## config.mk

```make
export PLATFORM = sky130hd
export DESIGN_NAME = bcd3_countdown
export DESIGN_NICKNAME = d
export VERILOG_FILES = /design/src/rtl/bcd3_countdown_pkg.sv /design/src/rtl/bcd3_countdown_digit.sv /design/src/rtl/bcd3_countdown.sv
export SDC_FILE = /design/constraint.sdc
export NUM_CORES = 1
export LEC_CHECK = 0
export ABC_AREA = 1
export BUFFER_PORTS_ARGS = -buffer_cell sky130_fd_sc_hd__buf_4
export CAP_MARGIN = 0
export CELL_PAD_IN_SITES_DETAIL_PLACEMENT = 1
export CELL_PAD_IN_SITES_GLOBAL_PLACEMENT = 2
export CORE_MARGIN = 3
export CORE_UTILIZATION = 29
export CTS_CLUSTER_SIZE = 14
export DETAILED_ROUTE_END_ITERATION = 8
export PLACE_DENSITY_LB_ADDON = 0.1
export SYNTH_ARGS = -nofsm -noshare
export SYNTH_HDL_FRONTEND = slang
export SYNTH_HIERARCHICAL = 1
export SYNTH_SLANG_ARGS = --single-unit
export TNS_END_PERCENT = 10
```

## constraint.sdc

```tcl
create_clock -name clock -period 2.3 [get_ports clock]
set_input_delay 0.23 -clock clock [delete_from_list [all_inputs] [get_ports clock]]
set_output_delay 0.23 -clock clock [all_outputs]
set_load 0.02 [all_outputs]
```

## src/rtl/bcd3_countdown_pkg.sv

```systemverilog
// Shared types and constants for the three-digit BCD countdown timer.
package bcd3_countdown_pkg;

    localparam int DIGIT_W = 4;
    localparam logic [DIGIT_W-1:0] DIGIT_MAX = 4'd9;

    typedef enum logic [1:0] {
        IDLE,
        RUN,
        DONE
    } state_t;

    // Out-of-range preset digits saturate so the count never holds a non-BCD value.
    function automatic logic [DIGIT_W-1:0] clamp_digit(input logic [DIGIT_W-1:0] d);
        return (d > DIGIT_MAX) ? DIGIT_MAX : d;
    endfunction

endpackage

```

## src/rtl/bcd3_countdown_digit.sv

```systemverilog
// One BCD digit of the decrement chain: applies an incoming borrow and
// passes a borrow upward when the digit wraps from 0 to 9.
module bcd_digit_dec
    import bcd3_countdown_pkg::*;
(
    input  logic [DIGIT_W-1:0] digit,
    input  logic               borrow_in,
    output logic [DIGIT_W-1:0] next_digit,
    output logic               borrow_out
);

    always_comb begin
        next_digit = digit;
        borrow_out = 1'b0;
        if (borrow_in) begin
            if (digit == '0) begin
                next_digit = DIGIT_MAX;
                borrow_out = 1'b1;
            end else begin
                next_digit = digit - 1'b1;
            end
        end
    end

endmodule

```

## src/rtl/bcd3_countdown.sv

```systemverilog
// Three-digit BCD down-counter with preset register, start/enable control
// and optional automatic reload on reaching zero.
module bcd3_countdown
    import bcd3_countdown_pkg::*;
#(
    parameter bit AUTO_RELOAD = 1'b0
) (
    input  logic               clock,
    input  logic               clear,
    input  logic               load,
    input  logic [DIGIT_W-1:0] PRE0,
    input  logic [DIGIT_W-1:0] PRE1,
    input  logic [DIGIT_W-1:0] PRE2,
    input  logic               start,
    input  logic               enable,
    output logic [DIGIT_W-1:0] BCD0,
    output logic [DIGIT_W-1:0] BCD1,
    output logic [DIGIT_W-1:0] BCD2,
    output logic               busy,
    output logic               done
);

    state_t             state;
    logic [DIGIT_W-1:0] pre0, pre1, pre2;
    logic [DIGIT_W-1:0] dec0, dec1, dec2;
    logic               borrow0, borrow1, borrow2;
    logic               count_zero;
    logic               dec_zero;

    bcd_digit_dec u_dig0 (.digit(BCD0), .borrow_in(1'b1),    .next_digit(dec0), .borrow_out(borrow0));
    bcd_digit_dec u_dig1 (.digit(BCD1), .borrow_in(borrow0), .next_digit(dec1), .borrow_out(borrow1));
    bcd_digit_dec u_dig2 (.digit(BCD2), .borrow_in(borrow1), .next_digit(dec2), .borrow_out(borrow2));

    // A borrow out of the hundreds digit can only happen when the count is 000.
    assign count_zero = borrow2;
    assign dec_zero   = (dec0 == '0) && (dec1 == '0) && (dec2 == '0);

    always_ff @(posedge clock) begin
        if (clear) begin
            BCD0  <= '0;
            BCD1  <= '0;
            BCD2  <= '0;
            pre0  <= '0;
            pre1  <= '0;
            pre2  <= '0;
            state <= IDLE;
            busy  <= 1'b0;
            done  <= 1'b0;
        end else if (load) begin
            BCD0  <= clamp_digit(PRE0);
            BCD1  <= clamp_digit(PRE1);
            BCD2  <= clamp_digit(PRE2);
            pre0  <= clamp_digit(PRE0);
            pre1  <= clamp_digit(PRE1);
            pre2  <= clamp_digit(PRE2);
            state <= IDLE;
            busy  <= 1'b0;
            done  <= 1'b0;
        end else begin
            done <= 1'b0;
            case (state)
                IDLE, DONE: begin
                    // Starting from 000 terminates at once instead of wrapping to 999.
                    if (start) begin
                        if (count_zero) begin
                            done  <= 1'b1;
                            state <= AUTO_RELOAD ? RUN : DONE;
                            busy  <= AUTO_RELOAD;
                        end else begin
                            state <= RUN;
                            busy  <= 1'b1;
                        end
                    end
                end
                RUN: begin
                    if (enable) begin
                        if (count_zero) begin
                            BCD0 <= pre0;
                            BCD1 <= pre1;
                            BCD2 <= pre2;
                        end else begin
                            BCD0 <= dec0;
                            BCD1 <= dec1;
                            BCD2 <= dec2;
                            if (dec_zero) begin
                                done <= 1'b1;
                                if (!AUTO_RELOAD) begin
                                    state <= DONE;
                                    busy  <= 1'b0;
                                end
                            end
                        end
                    end
                end
                default: begin
                    state <= IDLE;
                    busy  <= 1'b0;
                end
            endcase
        end
    end

endmodule

```

==> results.tsv, run 1 <==
stage	metric	value	unit
run_status	status	finished, final reports clean	
clock_network	cts_tree	done	
critical_path	cp_max_fo	4	
placed_design	dp.final_hpwl	3.377	mm
global_route	grt_start_max_net_pins	24	
detailed_routing	drc	0	
power	power.share.combinational	0.303	
floorplanning	die_x	79.03	um
finish	insertedDiodeCount	0	
critical_path	start_kind	flip-flop	
logic_synthesis	synth_edf_count	0	
finish	final.fill_count	669	
power	irDropWorstVdd	0.0002254	V
clock_network	cts_max_path_buffers	2	
logic_synthesis	ys_ff_latch	27	
detailed_routing	ant_nets	0	
power	report.power.total	1.153	mW
power	switching_share	0.3378	
detailed_routing	dr_total_vias	1558	
power	p_leak	0.8598	nW
critical_path	end_kind	flip-flop	
logic_synthesis	postSynthCellCount	229	
critical_path	critPathKind	reg -> reg	
power	p_seq_frac	0.461	
critical_path	crit_required	2.48	ns
logic_synthesis	avgSynthCellArea	6.753	sq um
logic_synthesis	yosysTopAreaCellShare	0.3495	
detailed_routing	viasPerCell	4.679	
clock_network	htreeDepth	1	
power	power.switching	0.3896	mW
floorplanning	dieArea	6245	sq um
sta	drv_slew	0	
floorplanning	initial_core_util	0.3129	
sta	worst_pin_slew	0.6150	ns
placed_design	gp_congestion	0.7885	
floorplanning	dieHeight	79.03	um
placed_design	portBuffers	30	
detailed_routing	wl_per_cell	13.57	um
clock_network	ctsHoldBuffers	0	
floorplanning	io_pins	31	
sta	relSlewSlack	0.5884	
placed_design	dpl_worst_slack	0.1455	ns
detailed_routing	drt_iter0_drc	53	
finish	final_util	0.3919	
power	p_int	0.7637	mW
logic_synthesis	syn_area	1546	sq um
logic_synthesis	ys_seq_area_frac	0.3495	
logic_synthesis	synth_warnings	6	
global_route	grt_pass1_vias	1498	
sta	clock_skew	0.002305	ns
detailed_routing	wl	4.519	mm
critical_path	cp_data_arrival_time	2.23	ns
logic_synthesis	ys.flop_type	dfxtp_1	
logic_synthesis	synthArstFlopShare	0	
sta	finalHoldViolations	0	
finish	seqCellArea	543.0	sq um
clock_network	cts.sinks	27	
power	powerDensity	595.4	nW/um^2
finish	multi_input_area	844.6	sq um
clock_network	path_clk_slew	0.09	ns
sta	min_period_over_period	0.8934	
detailed_routing	firstDrtPassIters	4	
global_route	grt_pass1_wl	7.665	mm
global_route	grt_overflow	0	
sta	fin_ws	0.2451	ns
finish	nNetsFinal	284	
floorplanning	num_rows	25	
clock_network	insertion_delay	0.27	ns
finish	drive_gt1_frac	0.2669	
sta	fmax	0.4867	GHz
global_route	grt_util_all_layers	0.1557	
logic_synthesis	synth_top_area_cell	dfxtp_1	
sta	period_needed	2.055	ns
logic_synthesis	synth_cell_types	29	
finish	area_growth	25.24	%
logic_synthesis	synthTopCellsByArea	dfxtp_1 (35%), nand2_1 (9.2%), o21ai_0 (8.7%)	
power	clkPwrFrac	0.237	
clock_network	root_buffer	clkbuf_8	
floorplanning	core_area	4942	sq um
sta	setup_viol	0	
hold_path	hp-class	in -> reg	
clock_network	numCtsBuffers	3	
run	maxCapViolCount	0	
global_route	antenna_found_initial	0	
==> power by group through the flow <==
| stage | Clock [mW] | Sequential, mW | Combinational, mW |
|---|---|---|---|
| after floorplan | 0 | 0.559 | 0.203 |
| after global routing | 0.309 | 0.537 | 0.399 |
| after CTS | 0.294 | 0.529 | 0.340 |
| final | 0.273 | 0.532 | 0.349 |
| after detailed placement | 0 | 0.540 | 0.338 |
| after global placement | 0 | 0.540 | 0.337 |
==> synth_stat cells (4+ instances only) <==
| cell type | number |
|---|---|
| nand2_1 | 38 |
| nor2_1 | 26 |
| o21ai_0 | 27 |
| inv_2 | 10 |
| nor2_4 | 4 |
| a31oi_1 | 6 |
| dfxtp_1 | 27 |
| buf_2 | 5 |
| o211ai_1 | 5 |
| a21oi_1 | 17 |
| inv_1 | 26 |
| nand3_1 | 8 |
==> worst paths after layout <==
check | cells after the start | slack [ns] | to | startpoint
max | 15 | 0.25 | state[1] | BCD0[0]
min reg2reg | 2 | 0.46 | pre1[2] | pre1[2]
min | 3 | 0.20 | pre2[1] | PRE2[1]
max reg2reg | 15 | 0.25 | state[1] | BCD0[0]
==> worst max-delay path, cell delays in order, from the launching register on <==
cell and delay, ns:
dfxtp_2 0.35, inv_2 0.08, nand3_2 0.11, nor2_4 0.11
nand3_2 0.12, nor2_4 0.16, buf_4 0.13, buf_4 0.10
a21oi_1 0.05, or2_1 0.23, nor2_2 0.14, nand3_2 0.11
nand2_2 0.11, nand2_1 0.05, nand2_1 0.06, nor2_1 0.04
==> stage by stage <==
step                      hold slack (ns)  instances   TNS [ns]  area (sq um)
after floorplan                    0.3687        232          0          1558
after global placement             0.4372        325          0          1842
after detailed placement           0.4481        325          0          1842
after global routing               0.2092        333  -0.008052          1937
after CTS                          0.1923        329          0          1887
final                              0.2015        333          0          1937
==> layout by cell type, fill, tap and decap left out, types with 6 or more instances in the layout <==
cell type  instances
a21oi_1           17
a31oi_1            6
buf_4             38
dfxtp_1           25
inv_1             26
inv_2             10
nand2_1           38
nand3_1            7
nor2_1            24
o21ai_0           27
==> routing by layer <==
metal	global-route usage	wire [um]	up-vias
met5	0	0	-
met4	0.03608	46	0
met3	0.02041	134	5
met2	0.2180	1808	24
met1	0.2471	2530	715
li1	-	-	814
==> what timing repair did <==
| item | 4_1_cts | 5_1_grt |
|---|---|---|
| setup endpoints to repair | 0 | 4 |
| gates resized for setup | 0 | 6 |
| setup buffers | 0 | 4 |
==> sequential cells by signal, indices dropped and copies added (netlist names) <==
signal,count
BCD0,4
BCD1,4
BCD2,4
pre0,4
pre1,4
pre2,4
busy,1
done,1
state,1
==> kinds of logic after synthesis <==
logic type | after synthesis | synth area share
other | 1 | 0.002425
AND/OR/NAND/NOR | 90 | 0.2735
AO/OA/AOI/OAI | 64 | 0.2346
XOR/XNOR | 3 | 0.01699
flip-flops | 27 | 0.3495
buffers and inverters | 44 | 0.1230
==> cell type report <==
type                            count  area share
Sequential cell                    27      0.2804
Clock buffer                        4     0.02326
Timing Repair Buffer               38      0.1473
Tap cell                           67     0.04328
Inverter                           36     0.06977
Multi-Input combinational cell    161      0.4360
Note: power is estimated with default switching activity, not from simulation.
==> inputs of run 2 (changes only) <==
- ABC_AREA: 1 -> default
- CORE_UTILIZATION: 29 -> 32
==> run 2 against run 1 <==
  * The run now ends with negative setup slack left
  * Clock skew is 0.0070 ns higher
  * Combinational power is 9.7% lower
  * Clock power hardly changed
  * Via count is 3.2% lower
  * Clock-buffer cell count stayed put
  * Cell area is 7.3% higher
  * Largest cell class unchanged
  * Highest routed layer unchanged
  * Final cell count is 9.9% lower
  * Critical path type unchanged
  * Area after synthesis is 2.8% higher
==> results.tsv, run 2 <==
stage	metric	value	unit
run_status	status	finished with violations	
run_status	violations	negative setup slack	
clock_network	cts_tree	done	
sta	fin_ws	-0.1043	ns
detailed_routing	wl_per_cell	14.91	um
floorplanning	dieHeight	76.50	um
power	p_leak	0.8215	nW
finish	insertedDiodeCount	0	
critical_path	critPathBufInv	1	
logic_synthesis	synthArstFlopShare	0	
logic_synthesis	synthMuxAreaShare	0.08183	
critical_path	cpPeakStageDelay	0.48	ns
detailed_routing	firstDrtPassIters	4	
critical_path	crit_required	2.48	ns
floorplanning	num_rows	25	
critical_path	cp_top_family	simple AND/OR/NAND/NOR gates	
finish	nNetsFinal	251	
sta	fmax	0.4159	GHz
clock_network	insertion_delay	0.27	ns
sta	whs	0.2518	ns
clock_network	numCtsBuffers	3	
critical_path	path_depth	12	
logic_synthesis	synth_top_area_cell	dfxtp_1	
critical_path	r2r_start	BCD0[0]	
global_route	antenna_found_initial	0	
hold_path	hp-class	in -> reg	
clock_network	htreeDepth	1	
power	irDropWorstVdd	0.0003295	V
clock_network	cts.sinks	27	
logic_synthesis	ys_ff_latch	27	
logic_synthesis	yosys-top-cells-count	dfxtp_1 (27), a21oi_1 (25), o21ai_0 (20), nand2_1 (16), mux2i_1 (13)	
critical_path	cp_common_cell	nand2b_4	
critical_path	ff2ff_setup_slack	-0.10	ns
logic_synthesis	synth_compound_area_frac	0.2211	
logic_synthesis	synth_warnings	6	
sta	min_period_over_period	1.045	
critical_path	cp-endpoint	state[1]	
power	powerDensity	531.5	nW/um^2
logic_synthesis	yosysTopAreaCellShare	0.3399	
finish	drive_gt1_frac	0.2961	
sta	period_needed	2.404	ns
floorplanning	initial_core_util	0.3345	
logic_synthesis	synth_edf_count	0	
logic_synthesis	yosys.area_share.simple	0.2714	
floorplanning	core_area	4755	sq um
logic_synthesis	syn_area	1590	sq um
critical_path	cp_max_fo	5	
global_route	grt_util_all_layers	0.1558	
critical_path	cp_data_arrival_time	2.58	ns
global_route	grt_pass1_wl	7.665	mm
placed_design	dpl_cell_area	2007	sq um
critical_path	cp_slowest_cell	or4b_4	
power	report.power.total	1.105	mW
logic_synthesis	avgSynthCellArea	8.197	sq um
floorplanning	io_pins	31	
global_route	grt_overflow	0	
finish	area_growth	30.68	%
clock_network	root_buffer	clkbuf_8	
floorplanning	dieArea	5851	sq um
detailed_routing	wl	4.473	mm
logic_synthesis	synthMostInstantiatedCell	dfxtp_1	
critical_path	critPathKind	reg -> reg	
global_route	grt_pass1_vias	1561	
critical_path	start_kind	flip-flop	
sta	finalHoldViolations	0	
logic_synthesis	ys_seq_area_frac	0.3399	
clock_network	path_clk_slew	0.10	ns
placed_design	dp.final_hpwl	3.450	mm
detailed_routing	drc	0	
critical_path	crit_chain	nand2b_4, nor4_4, nand2b_4, nor4_4, nand2b_4, buf_4, or4b_4, nand2_2, nor4_2, nand2_1, o21ai_0, and4b_1	
critical_path	r2r_cells	12	
logic_synthesis	synth-xor-area-share	0.03304	
logic_synthesis	ys.flop_type	dfxtp_1	
floorplanning	die_x	76.50	um
logic_synthesis	yosys.area_share.adder	0	
clock_network	cts_max_path_buffers	2	
finish	final_area	2078	sq um
sta	setup_viol	5	
critical_path	end_kind	flip-flop	
detailed_routing	drt_iter0_drc	54	
logic_synthesis	synth_top_family_by_area	simple AND/OR/NAND/NOR gates	
global_route	grt_start_max_net_pins	46	
critical_path	crit_path_start	BCD0[0]	
finish	final_cell_mix	buf_4 (45), dfxtp_1 (25), a21oi_1 (25), o21ai_0 (18), nand2_1 (15)	
logic_synthesis	postSynthCellCount	194	
detailed_routing	dr_total_vias	1508	
sta	rsz0062_at_grt	true	
sta	clock_skew	0.009272	ns
placed_design	gp_congestion	0.7733	
run	maxCapViolCount	0	
clock_network	cts_setup_buffers	0	
logic_synthesis	synth_cell_types	32	
detailed_routing	ant_nets	0	
critical_path	r2r-end	state[1]	
finish	final_util	0.4371	
logic_synthesis	synthTopCellsByArea	dfxtp_1 (34%), mux2i_1 (8.2%), a21oi_1 (7.9%)	
finish	mostFrequentLayoutCell	buf_4	
detailed_routing	viasPerCell	5.027	
sta	drv_slew	0	
placed_design	portBuffers	30	
run 2: worst min path at each step:
| stage | end | from | cells after the start |
|---|---|---|---|
| after floorplan | BCD0[3] | PRE0[3] | 2 |
| after global routing | pre1[3] | PRE1[3] | 3 |
| after global placement | pre1[3] | pre1[3] | 2 |
| after CTS | pre1[1] | PRE1[1] | 3 |
| after detailed placement | pre2[1] | pre2[1] | 2 |
| final | pre1[1] | PRE1[1] | 3 |
run 2: timing repair:
item	4_1_cts	5_1_grt
hold buffers	0	0
pin swaps	1	2
setup endpoints to repair	10	15
gates resized for setup	8	3
run 2: layout make-up:
class	count	area [sq um]
multi-input cells	152	1033
repair buffers	46	357.8
clock buffers	4	45.04
flip-flops and latches	27	543.0
inverters	4	15.01
well taps	67	83.83
fillers	589	2676
run 2: cells by family (layout without fill, tap and decap cells):
| group | count (synthesis) | count (layout) |
|---|---|---|
| AO/OA/AOI/OAI | 60 | 60 |
| flip-flops | 27 | 27 |
| other | 1 | 2 |
| buffers and inverters | 16 | 54 |
| XOR/XNOR | 6 | 6 |
| AND/OR/NAND/NOR | 71 | 71 |
| multiplexers | 13 | 13 |
run 2: per-layer routing:
layer	share of wire	vias to the layer above	GRT usage
li1	-	765	-
met1	0.45	719	0.1941
met2	0.52	22	0.2847
met4	0.0034	0	0.01630
met5	0	-	0
met3	0.025	2	0.03073
run 2: power breakdown:
part	internal (mW)	total, mW	switching, mW
Clock	0.124	0.276	0.151
Sequential	0.491	0.514	0.0229
Combinational	0.147	0.315	0.167
Total	0.763	1.10	0.342
run 2: per-stage QoR:
step	std cells	setup slack [ns]	setup TNS, ns
2_1_floorplan	195	-0.1030	-0.3144
3_5_place_dp	296	-0.2654	-0.6768
6_report	300	-0.1043	-0.1538
5_1_grt	300	-0.3219	-3.118
3_3_place_gp	296	-0.02689	-0.02689
4_1_cts	300	-0.09420	-0.2848
run 2: tightest hold or removal path: cells and delay by family:
| family | cells | cell delay [ns] |
|---|---|---|
| compound gates | 1 | 0.06 |
| buf+inv | 1 | 0.11 |
| simple gates | 1 | 0.08 |
